[config.mk]
export PLATFORM = sky130hd
export DESIGN_NAME = coll_scheduler
export DESIGN_NICKNAME = d
export VERILOG_FILES = /design/src/rtl/coll_scheduler.sv
export SDC_FILE = /design/constraint.sdc
export NUM_CORES = 1
export LEC_CHECK = 0
export CAP_MARGIN = 20
export CELL_PAD_IN_SITES_DETAIL_PLACEMENT = 0
export CELL_PAD_IN_SITES_GLOBAL_PLACEMENT = 1
export CORE_UTILIZATION = 43
export CTS_CLUSTER_SIZE = 12
export DETAILED_ROUTE_END_ITERATION = 7
export PLACE_DENSITY = 0.88
export SLEW_MARGIN = 20
export SYNTH_ARGS = -nofsm -noshare
export SYNTH_HDL_FRONTEND = slang
export SYNTH_SLANG_ARGS = --single-unit
[constraint.sdc]
create_clock -name clk350 -period 8.53 [get_ports clk350]
set_input_delay 0.853 -clock clk350 [delete_from_list [all_inputs] [get_ports clk350]]
set_output_delay 0.853 -clock clk350 [all_outputs]
set_load 0.02 [all_outputs]
[src/rtl/coll_scheduler.sv]
// Collect-window sequencer: synchronised start_coll rise to first collect is SYNC_STAGES+3 edges.
// buf_ready low pauses collect with the window count held and sets sticky stalled; nothing is skipped.
module coll_scheduler #(
  parameter int SYNC_STAGES = 2,
  parameter int LEN_W       = 16,
  parameter int CNT_W       = 8
) (
  input  logic             clk350,
  input  logic             rstn,
  input  logic             start_coll,
  input  logic [LEN_W-1:0] cfg_win_len,
  input  logic [LEN_W-1:0] cfg_gap_len,
  input  logic [CNT_W-1:0] cfg_num_win,
  input  logic             buf_ready,
  output logic             collect,
  output logic             win_start,
  output logic [CNT_W-1:0] win_idx,
  output logic             busy,
  output logic             done,
  output logic             aborted,
  output logic             stalled
);

  typedef enum logic [2:0] {
    IDLE    = 3'd0,
    ARM     = 3'd1,
    COLLECT = 3'd2,
    GAP     = 3'd3,
    DONE    = 3'd4
  } state_t;

  localparam logic [LEN_W-1:0] LEN_ONE = LEN_W'(1);
  localparam logic [CNT_W-1:0] CNT_ONE = CNT_W'(1);

  state_t state, state_nx;

  logic [SYNC_STAGES-1:0] sync;
  logic [SYNC_STAGES:0]   fill;
  logic                   s_lvl;
  logic                   s_lvl_q;
  logic                   s_rise;
  logic                   s_fall;

  logic [LEN_W-1:0] win_len_q;
  logic [LEN_W-1:0] gap_len_q;
  logic [CNT_W-1:0] num_win_q;
  logic [LEN_W-1:0] rem;
  logic [LEN_W-1:0] gap_cnt;

  logic win_end;
  logic last_win;
  logic gap_end;
  logic run_start;
  logic start_win;
  logic next_win;
  logic abort;

  assign s_lvl = sync[SYNC_STAGES-1];

  // Edges are trusted only once the chain holds real samples, so a level already high at reset release is not a rise.
  always_ff @(posedge clk350 or posedge rstn) begin
    if (rstn) begin
      sync    <= '0;
      fill    <= '0;
      s_lvl_q <= 1'b0;
      s_rise  <= 1'b0;
      s_fall  <= 1'b0;
    end else begin
      sync    <= {sync[SYNC_STAGES-2:0], start_coll};
      fill    <= {fill[SYNC_STAGES-1:0], 1'b1};
      s_lvl_q <= s_lvl;
      s_rise  <= fill[SYNC_STAGES] & s_lvl & ~s_lvl_q;
      s_fall  <= fill[SYNC_STAGES] & ~s_lvl & s_lvl_q;
    end
  end

  assign win_end  = (state == COLLECT) && collect && (rem == '0);
  assign last_win = (num_win_q != '0) && (win_idx == num_win_q - CNT_ONE);
  assign gap_end  = (state == GAP) && (gap_cnt == '0);

  always_ff @(posedge clk350 or posedge rstn) begin
    if (rstn) begin
      state <= IDLE;
    end else begin
      state <= state_nx;
    end
  end

  always_comb begin
    state_nx  = state;
    run_start = 1'b0;
    start_win = 1'b0;
    next_win  = 1'b0;
    abort     = 1'b0;
    case (state)
      IDLE: begin
        if (s_rise) begin
          state_nx  = ARM;
          run_start = 1'b1;
        end
      end
      ARM: begin
        if (s_fall) begin
          state_nx = IDLE;
          abort    = 1'b1;
        end else if (buf_ready) begin
          state_nx  = COLLECT;
          start_win = 1'b1;
        end
      end
      COLLECT: begin
        if (win_end && last_win) begin
          state_nx = DONE;
        end else if (s_fall) begin
          state_nx = IDLE;
          abort    = 1'b1;
        end else if (win_end) begin
          if (gap_len_q != '0) begin
            state_nx = GAP;
          end else begin
            state_nx = ARM;
            next_win = 1'b1;
          end
        end
      end
      GAP: begin
        if (s_fall) begin
          state_nx = IDLE;
          abort    = 1'b1;
        end else if (gap_end) begin
          next_win = 1'b1;
          // The last gap cycle doubles as the ARM check, so a ready buffer sees exactly the gap between windows.
          if (buf_ready) begin
            state_nx  = COLLECT;
            start_win = 1'b1;
          end else begin
            state_nx = ARM;
          end
        end
      end
      DONE: begin
        state_nx = IDLE;
      end
      default: begin
        state_nx = IDLE;
      end
    endcase
  end

  always_ff @(posedge clk350 or posedge rstn) begin
    if (rstn) begin
      collect   <= 1'b0;
      win_start <= 1'b0;
      aborted   <= 1'b0;
      stalled   <= 1'b0;
      win_idx   <= '0;
      win_len_q <= '0;
      gap_len_q <= '0;
      num_win_q <= '0;
      rem       <= '0;
      gap_cnt   <= '0;
    end else begin
      collect   <= 1'b0;
      win_start <= 1'b0;
      aborted   <= abort;
      if (run_start) begin
        win_len_q <= (cfg_win_len == '0) ? LEN_ONE : cfg_win_len;
        gap_len_q <= cfg_gap_len;
        num_win_q <= cfg_num_win;
        win_idx   <= '0;
        stalled   <= 1'b0;
      end
      if (next_win) begin
        win_idx <= win_idx + CNT_ONE;
      end
      if ((state == COLLECT) && !buf_ready) begin
        stalled <= 1'b1;
      end
      // rem counts collect-high cycles still owed after the current one.
      if (start_win) begin
        collect   <= 1'b1;
        win_start <= 1'b1;
        rem       <= win_len_q - LEN_ONE;
      end else if ((state == COLLECT) && (state_nx == COLLECT) && buf_ready && (rem != '0)) begin
        collect <= 1'b1;
        rem     <= rem - LEN_ONE;
      end
      if ((state == COLLECT) && (state_nx == GAP)) begin
        gap_cnt <= gap_len_q - LEN_ONE;
      end else if ((state == GAP) && (gap_cnt != '0)) begin
        gap_cnt <= gap_cnt - LEN_ONE;
      end
    end
  end

  assign busy = (state != IDLE);
  assign done = (state == DONE);

endmodule

Yosys cells after proc, flatten, opt, wreduce, memory -nomap -nowiden
Index checks and enable logic that the tools add are counted.
Storage, ports and cells
  logic and storage cells: 101
  bits of input ports: 44
  output and inout port bits: 14
  flip-flop bits (word level): 95
Operators by class
  add/sub/neg operators: 6
  bitwise logic cells: 6
  multiplexer cells: 40
  equal/unequal tests: 7
  reduce and logical (&&, ||, !) cells: 26
Operator list (number)
  $mux 16: 5
  $sub 16x1->16 const B: 4
  $logic_not 16->1: 3
  $reduce_bool 16->1: 3
  $mux 3: 8
  $mux 1: 19
  $mux 8: 2
  $eq 3x2->1 const B: 4
  $pmux 3 s4: 1
  $logic_and 1x1->1: 11
  $add 8x1->8 const B: 1
  $eq 8x8->1: 1
  $reduce_bool 2->1: 4
  $reduce_bool 8->1: 1
  $sub 8x1->8 const B: 1
  $pmux 1 s2: 3
  $and 1x1->1: 4
  $mux 2: 2
  $eq 3x1->1 const B: 1
  $eq 3x3->1 const B: 1
  $logic_not 3->1: 1
  $reduce_bool 3->1: 1
  $not 1->1: 2
  $reduce_or 2->1: 1
  $logic_not 1->1: 1

Logic depth before layout (Yosys ltp)
Gate-level depths: netlist of run 1.
  depth after elaboration: 13
  gate-level depth with buffers: 16
  mapped depth without buffers: 15

Least setup slack after synthesis of run 1
Ideal clock, no wire load.
  kind: flip-flop to flip-flop
  start point: register gap_len_q[1]
  end point: register gap_cnt[14]
  required time: 8.394 ns
  data arrival time: 3.575 ns
  clock period less this slack: 3.711 ns
  slack: 4.819 ns
  cell stages (with the launch flop): 15
  buffers on the path: 1
  library setup time: 0.136 ns
  cells stage by stage: dfrtp_1 or3_4 or4_4 or4b_4 and2_4 o211ai_4 buf_6 mux2i_1 ha_1 nand2_1 or2_2 nor2_1 nand2_1 xor2_1 mux2i_1
On the way
  cells in the longest elaborated chain, start to end: 9
Ends and longest elaborated chain
  start: declaration: line 45  | logic [LEN_W-1:0] gap_len_q;
  start signal: assignment: line 168  | gap_len_q <= cfg_gap_len;
  $reduce_bool 16->1: line 118  | if (gap_len_q != '0) begin
  $mux 2: line 118
  $mux 3: line 117  | end else if (win_end) begin
  $mux 3: line 114  | end else if (s_fall) begin
  $mux 3: line 112  | if (win_end && last_win) begin
  $pmux 3 s4: line 95  | case (state)
  $eq 3x2->1: line 188  | if ((state == COLLECT) && (state_nx == GAP)) begin
  $logic_and 1x1->1: line 188
  $mux 16 / $reduce_bool 2->1 (equally long branches)
  end signal: assignment: line 189  | gap_cnt <= gap_len_q - LEN_ONE;
  end signal: assignment: line 191  | gap_cnt <= gap_cnt - LEN_ONE;
  end: declaration: line 48  | logic [LEN_W-1:0] gap_cnt;
Parallel ways exist; a longest one is shown, timed or not.
A chain may end at the register's enable or synchronous reset.

Final worst setup path of run 1
  start point: register gap_cnt[8]
  end point: register rem[10]
On the way
  cells in the longest elaborated chain, start to end: 10
Ends and longest elaborated chain
  $logic_not 16->1 *: line 79  | assign gap_end = (state == GAP) && (gap_cnt == '0);
  $logic_and 1x1->1 *: line 79
  $mux 3: line 130  | end else if (gap_end) begin
  $mux 3: line 127  | if (s_fall) begin
  $pmux 3 s4: line 95
  $eq 3x2->1: line 184  | end else if ((state == COLLECT) && (state_nx == COLLECT) && buf_ready && (rem != '0)) begin
  $logic_and 1x1->1 (3 in a row): line 184
  $reduce_bool 2->1 (no source line)
  end signal: assignment: line 183  | rem <= win_len_q - LEN_ONE;
  end signal: assignment: line 186  | rem <= rem - LEN_ONE;
  end: declaration: line 47  | logic [LEN_W-1:0] rem;
Mark *: on every way between the ends. The rest lies on a longest branch, timed or not.

==> metrics.txt, run 1 <==
outcome complete, but fails checks; failing checks DRC; most frequent cells in the layout 159 x nand2_1, 95 x dfrtp_1, 57 x clkdlybuf4s50_1; Resize count post-CTS 0; Post-synth EDFFs 0; First-pass DRT Iterations 7; hold path start fill[1]; initial antenna violation count 0; Max Root-Sink Buffers 2; final hold violations 0; vias in the first global route ~4200; Syn Std Cell Area between 0.005 and 0.006 mm2; Nets about 680; VDD IR max a little over 0.2 mV; fillcell total ~1100; syn nets ~630; Clk pin slew, worst setup/hold paths 70 ps; antenna cells 0; core region area 0.0115 mm2; Crit Path Category register to register; DR iter-0 viols 220; Total Power about 1600 uW; number of cells on the worst hold path 0; share of cells above drive strength 1 0.0632; Gate Count Post-Synth approximately 580; pwr dens approximately 260 mW/mm2; clock latency at the later pin of the worst-skew pair between 300 and 400 ps; io pins between 50 and 60; total wire length ~11 mm; Max Cap Viol 0; Slew Viols, Final 0; Fmax between 200 and 250 MHz; setup ws final between 4000 and 5000 ps; Detailed Place HPWL between 8 and 9 mm; leakage power figure about 0.0027 uW; period utilisation layout 0.501; first-pass GRT wire length 19.5 mm; Main synth FF type dfrtp_1; post-synthesis sequential area ratio 0.464; Root Driver clkbuf_16; postcts setup bufs 0; WP data arrival between 4000 and 5000 ps; Yosys reg bits 95; Rel. slew slack 0.458; largest net degree at the start of global routing 58; CTS tree built; remaining antenna violation count 0; worst r2r dst rem[10]; RSZ-0062 raised after global routing no; initial cell density of the core 0.445; dpl ws between 4000 and 5000 ps; H-tree depth 3; Slew @ Worst Pin roughly 810 ps; Ys Warns 0; commonest non-fill, non-tap cell in the layout nand2_1; ys async rst share 1.00; Die Ht 111 um; Crit path required time around 8700 ps; Avg Vias per Cell between 5 and 6; CTS Hold Bufs 0; worst hold endpoint fill[2]; Die ar. between 0.01 and 0.015 mm2; CTS sink cnt 95; total grt overflow 0; Reg2Reg Setup Slack 4250 ps; Avg Inst Size Synth between 8 and 9 um2; Max FO, Critical Path 22; Crit. End Element register; chip width 111 um; setup TNS 0 ps; GRT Resource Usage Total 0.196; hold crit path type register to register; RR Startpoint gap_cnt[8]; # DRC 5; library cells used by synthesis 59; Clock Skew about 8 ps; Area growth, synth to finish 19.4%; gpl congestion 0.882; Register-to-Register Path Depth 11; routed vias between 4000 and 5000; wire per inst 14.6 um; final setup vio count 0; fin crit period 4280 ps; row count 39; cts bufs inserted 9; port bufs 57; Critical Path Start Type register
==> flip-flops by register name (all words and copies together) (netlist names), 2 cells and up <==
register,count
fill,3
gap_cnt,16
gap_len_q,16
num_win_q,8
rem,16
state,3
sync,2
win_idx,8
win_len_q,16
==> metrics by stage <==
stage               std cells  utilization  hold WS, ps  instance area (um2)
floorplan                 579            -          331                 5130
CTS                       776        0.532          356                 6120
detailed placement        760        0.503          340                 5790
finish                    776        0.532          357                 6120
global route              776        0.532          368                 6120
global placement          760        0.503          333                 5790
==> critical path: stages, from the launching register on <==
cell	delay (ps)
dfrtp_1	410
or3_1	390
or3_1	370
o31ai_1	440
nand3_1	460
inv_1	620
mux2i_1	290
ha_1	340
nand2_1	220
nor4_1	300
xnor2_1	180
o211ai_1	100
==> cell families after synthesis <==
logic type,synth area share
other,0.000731
xor gates and xnor gates,0.0991
muxes,0.0276
DFF,0.464
and+or+nand+nor,0.270
buffers and inverters,0.0298
adders and majority gates,0.0122
AOI/OAI and AO/OA,0.0971
==> synth_stat cells, types with 3 or more instances <==
cell	n	area [um2]
ha_1	5	62.6
a31o_1	5	43.8
nand3_1	13	65.1
or3_1	8	50.1
nor3_1	25	125
a22oi_1	5	37.5
mux2i_1	13	130
nor4b_1	3	26.3
xnor2_1	28	245
nor4_1	11	68.8
xor2_1	30	263
o311ai_0	4	35.0
a21oi_1	16	80.1
inv_1	8	30.0
clkbuf_1	14	52.6
or2_2	6	37.5
buf_6	3	33.8
nand2_1	159	597
o21ai_0	23	115
buf_4	3	22.5
o211ai_1	3	22.5
nand4_1	5	31.3
or4_1	3	22.5
nand2b_1	6	37.5
nor2_1	43	161
dfrtp_1	95	2380
==> layout make-up <==
type	count	area, um2	share of cell area
Multi-Input combinational cell	453	2600	0.425
Sequential cell	95	2380	0.388
Timing Repair Buffer	61	601	0.0981
Clock buffer	10	239	0.0390
Tap cell	143	179	0.0292
Clock inverter	6	91.3	0.0149
Inverter	8	31.3	0.00511
==> per-layer routing <==
| layer | GRT usage | up-vias | wire, um |
|---|---|---|---|
| li1 | - | 2068 | - |
| met4 | 0.0477 | 0 | 132 |
| met2 | 0.323 | 85 | 5460 |
| met3 | 0.0536 | 13 | 417 |
| met5 | 0 | - | 0 |
| met1 | 0.255 | 1937 | 5290 |
==> how the worst max path moves through the flow <==
stage | cells after the start | start | to
2_1_floorplan | 14 | gap_len_q[1] | gap_cnt[14]
3_3_place_gp | 12 | gap_cnt[8] | rem[12]
3_5_place_dp | 11 | gap_cnt[8] | rem[10]
4_1_cts | 11 | gap_cnt[8] | rem[10]
5_1_grt | 12 | gap_cnt[8] | rem[12]
6_report | 11 | gap_cnt[8] | rem[10]
==> where the power goes <==
part	internal [uW]	switching (uW)
logic	209	246
clock network	267	175
registers	565	138
No activity file was read; power rests on OpenSTA's default activity.
==> run 2: changes to the inputs <==
- CORE_UTILIZATION: 43 -> 39
- PLACE_DENSITY: 0.88 -> 0.85
- clock period: 8.53 -> 3.8 ns (I/O delays scaled with it)
==> run 2 against run 1 <==
Effect of this change: the flow now finishes without violations; core utilization shrank 3.7 points; fmax rose by 16%; clock power is 110% higher; die area is 10% higher; hold slack lost 9.5 ps; non-clock buffer count rose by 17; critical endpoint is now gap_cnt[12]; largest power group unchanged.
==> metrics.txt, run 2 (synthesis gave the netlist of run 1 again) <==
port bufs 57 (unchanged); critical path's top delay family simple AND/OR/NAND/NOR gates (unchanged); most frequent CP cell mux2i_1 (was or3_1); Reg2Reg Setup Slack 120 ps (was 4250 ps); most frequent cells in the layout 159 x nand2_1, 95 x dfrtp_1, 57 x clkdlybuf4s50_1 (unchanged); area of the multi-input gates 0.00264 mm2 (was 0.00260 mm2); Max Root-Sink Buffers 2 (unchanged); first-pass GRT wire length 19.8 mm (was 19.5 mm); Area growth, synth to finish 22.7% (was 19.4%); fillcell total 1234 (was 1115); Max Cap Viol 0 (unchanged); Nets 694 (was 677); cts bufs inserted 9 (unchanged); chip width 117 um (was 111 um); DR iter-0 viols 156 (was 220); Reg area 0.00238 mm2 (unchanged); leakage power figure 0.00280 uW (was 0.00273 uW); Slowest-stage cell, CP or4b_4 (was inv_1); wire per inst 14.3 um (was 14.6 um); Die ar. 0.0136 mm2 (was 0.0124 mm2); H-tree depth 3 (unchanged); vias in the first global route 4071 (was 4154); Crit Path Category register to register (unchanged); Die Ht 117 um (was 111 um); remaining antenna violation count 0 (unchanged); Max FO, Critical Path 5 (was 22); worst hold slack 347 ps (was 357 ps); fin crit period 3680 ps (was 4280 ps); Avg Vias per Cell 5.06 (was 5.29); hold crit path type register to register (unchanged); Crit path required time 4020 ps (was 8740 ps); First-pass DRT Iterations 6 (was 7); Root Driver clkbuf_16 (unchanged); gpl congestion 0.853 (was 0.882); Crit. End Element register (unchanged); initial cell density of the core 0.403 (was 0.445); met3 Usage GRT 0.0514 (was 0.0536); worst r2r dst gap_cnt[12] (was rem[10]); initial antenna violation count 0 (unchanged); worst-path cell chain or3_4 > or4_4 > or4b_4 > and2_4 > o211ai_4 > mux2i_1 > ha_2 > buf_6 > nand4_1 > nor3b_2 > buf_4 > nand3_2 > xor2_1 > mux2i_1 (was or3_1 > or3_1 > o31ai_1 > nand3_1 > inv_1 > mux2i_1 > ha_1 > nand2_1 > nor4_1 > xnor2_1 > o211ai_1); share of cells above drive strength 1 0.0955 (was 0.0632); core region area 0.0127 mm2 (was 0.0115 mm2); M2 GR Usage 0.318 (was 0.323); grt peak-use layer met2 (unchanged); RSZ-0062 raised after global routing yes (was no); final setup vio count 0 (unchanged); Placed Cells 798 (was 760); hold path start fill[1] (unchanged); total wire length 11.7 mm (was 11.3 mm); Cell Count, Final, Fillers Out 821 (was 776); outcome finished clean (was complete, but fails checks); routed vias 4155 (was 4103); pwr dens 567 mW/mm2 (was 261 mW/mm2); WP data arrival 3900 ps (was 4480 ps); largest net degree at the start of global routing 51 (was 58); met1 Track Usage GR 0.242 (was 0.255); number of cells on the worst hold path 0 (unchanged); Critical Path Start Type register (unchanged); Clock Skew 5.22 ps (was 8.09 ps); worst hold endpoint fill[2] (unchanged); Register-to-Register Path Depth 14 (was 11); RR Startpoint gap_len_q[6] (was gap_cnt[8]); Buf+Inv Stages, Crit Path 2 (was 1); Fmax 272 MHz (was 234 MHz); VDD IR max 0.315 mV (was 0.203 mV); commonest non-fill, non-tap cell in the layout nand2_1 (unchanged); antenna cells 0 (unchanged); period utilisation layout 0.967 (was 0.501); final hold violations 0 (unchanged); CTS tree built (unchanged); Rel. slew slack 0.424 (was 0.458); Detailed Place HPWL 8.40 mm (was 8.16 mm); row count 41 (was 39); clock latency at the later pin of the worst-skew pair 340 ps (was 350 ps); io pins 58 (unchanged); total grt overflow 0 (unchanged); Slew Viols, Final 0 (unchanged); # DRC 0 (was 5); Clk pin slew, worst setup/hold paths 60 ps (was 70 ps); CTS sink cnt 95 (unchanged); GRT Resource Usage Total 0.189 (was 0.196); Slew @ Worst Pin 863 ps (was 809 ps); max incr delay on CP 560 ps (was 620 ps); setup TNS 0 ps (unchanged)
run 2: changes by cell type in the layout (fill, tap and decap cells not counted), moves of 2 or more:
cell / before / now
buf_4: 4 / 20
nor3_1: 24 / 22
inv_6: 2 / 0
nor3_2: 2 / 4
run 2: worst max path at each step:
| stage | start | to | slack (ps) | cells past startpoint |
|---|---|---|---|---|
| after floorplan | gap_len_q[1] | gap_cnt[14] | 90 | 14 |
| after global placement | gap_len_q[1] | gap_cnt[14] | 240 | 13 |
| after detailed placement | gap_len_q[1] | gap_cnt[10] | 90 | 13 |
| after CTS | gap_len_q[1] | gap_cnt[10] | 70 | 13 |
| after global routing | gap_len_q[6] | gap_cnt[12] | -40 | 14 |
| final | gap_len_q[6] | gap_cnt[12] | 120 | 14 |
run 2: power breakdown:
part	leakage, uW	total [uW]	internal (uW)	switching (uW)
Clock	0.000145	909	541	368
Combinational	0.00144	1080	502	574
Sequential	0.00121	1580	1270	312
Total	0.00280	3560	2310	1250
run 2: layout make-up:
cell class | count | area share
tap | 172 | 0.0342
clock inverter | 3 | 0.00676
inverter | 8 | 0.00497
timing repair buffer | 78 | 0.116
clock buffer | 12 | 0.0408
multi-input combinational | 453 | 0.419
sequential | 95 | 0.378
run 2: metrics by stage:
stage,util,power (uW),setup slack [ps],instance area [um2]
floorplan,-,2280,88.5,5130
global placement,0.463,2590,241,5890
detailed placement,0.463,2630,85.1,5890
CTS,0.487,3560,69.8,6190
global route,0.495,3830,-42.9,6290
finish,0.495,3560,125,6290
run 2: what timing repair did:
action / CTS / global route
endpoints found under the setup margin: 0 / 6
hold buffers: 0 / 0
gates resized for setup: 0 / 9
setup buffers: 0 / 8
run 2: per-layer routing:
metal,vias to the layer above,part of all wire,wire length (um)
met5,-,0,0
met4,0,0.0056,66
met3,5,0.041,475
met2,81,0.49,5750
met1,1967,0.46,5430
li1,2102,-,-
==> run 3: changes to the inputs <==
- SLEW_MARGIN: 20 -> 15
- TNS_END_PERCENT: unset -> 100
==> results of run 3 <==
Same layout as run 2: the final DEF is identical, and so are final timing and power.
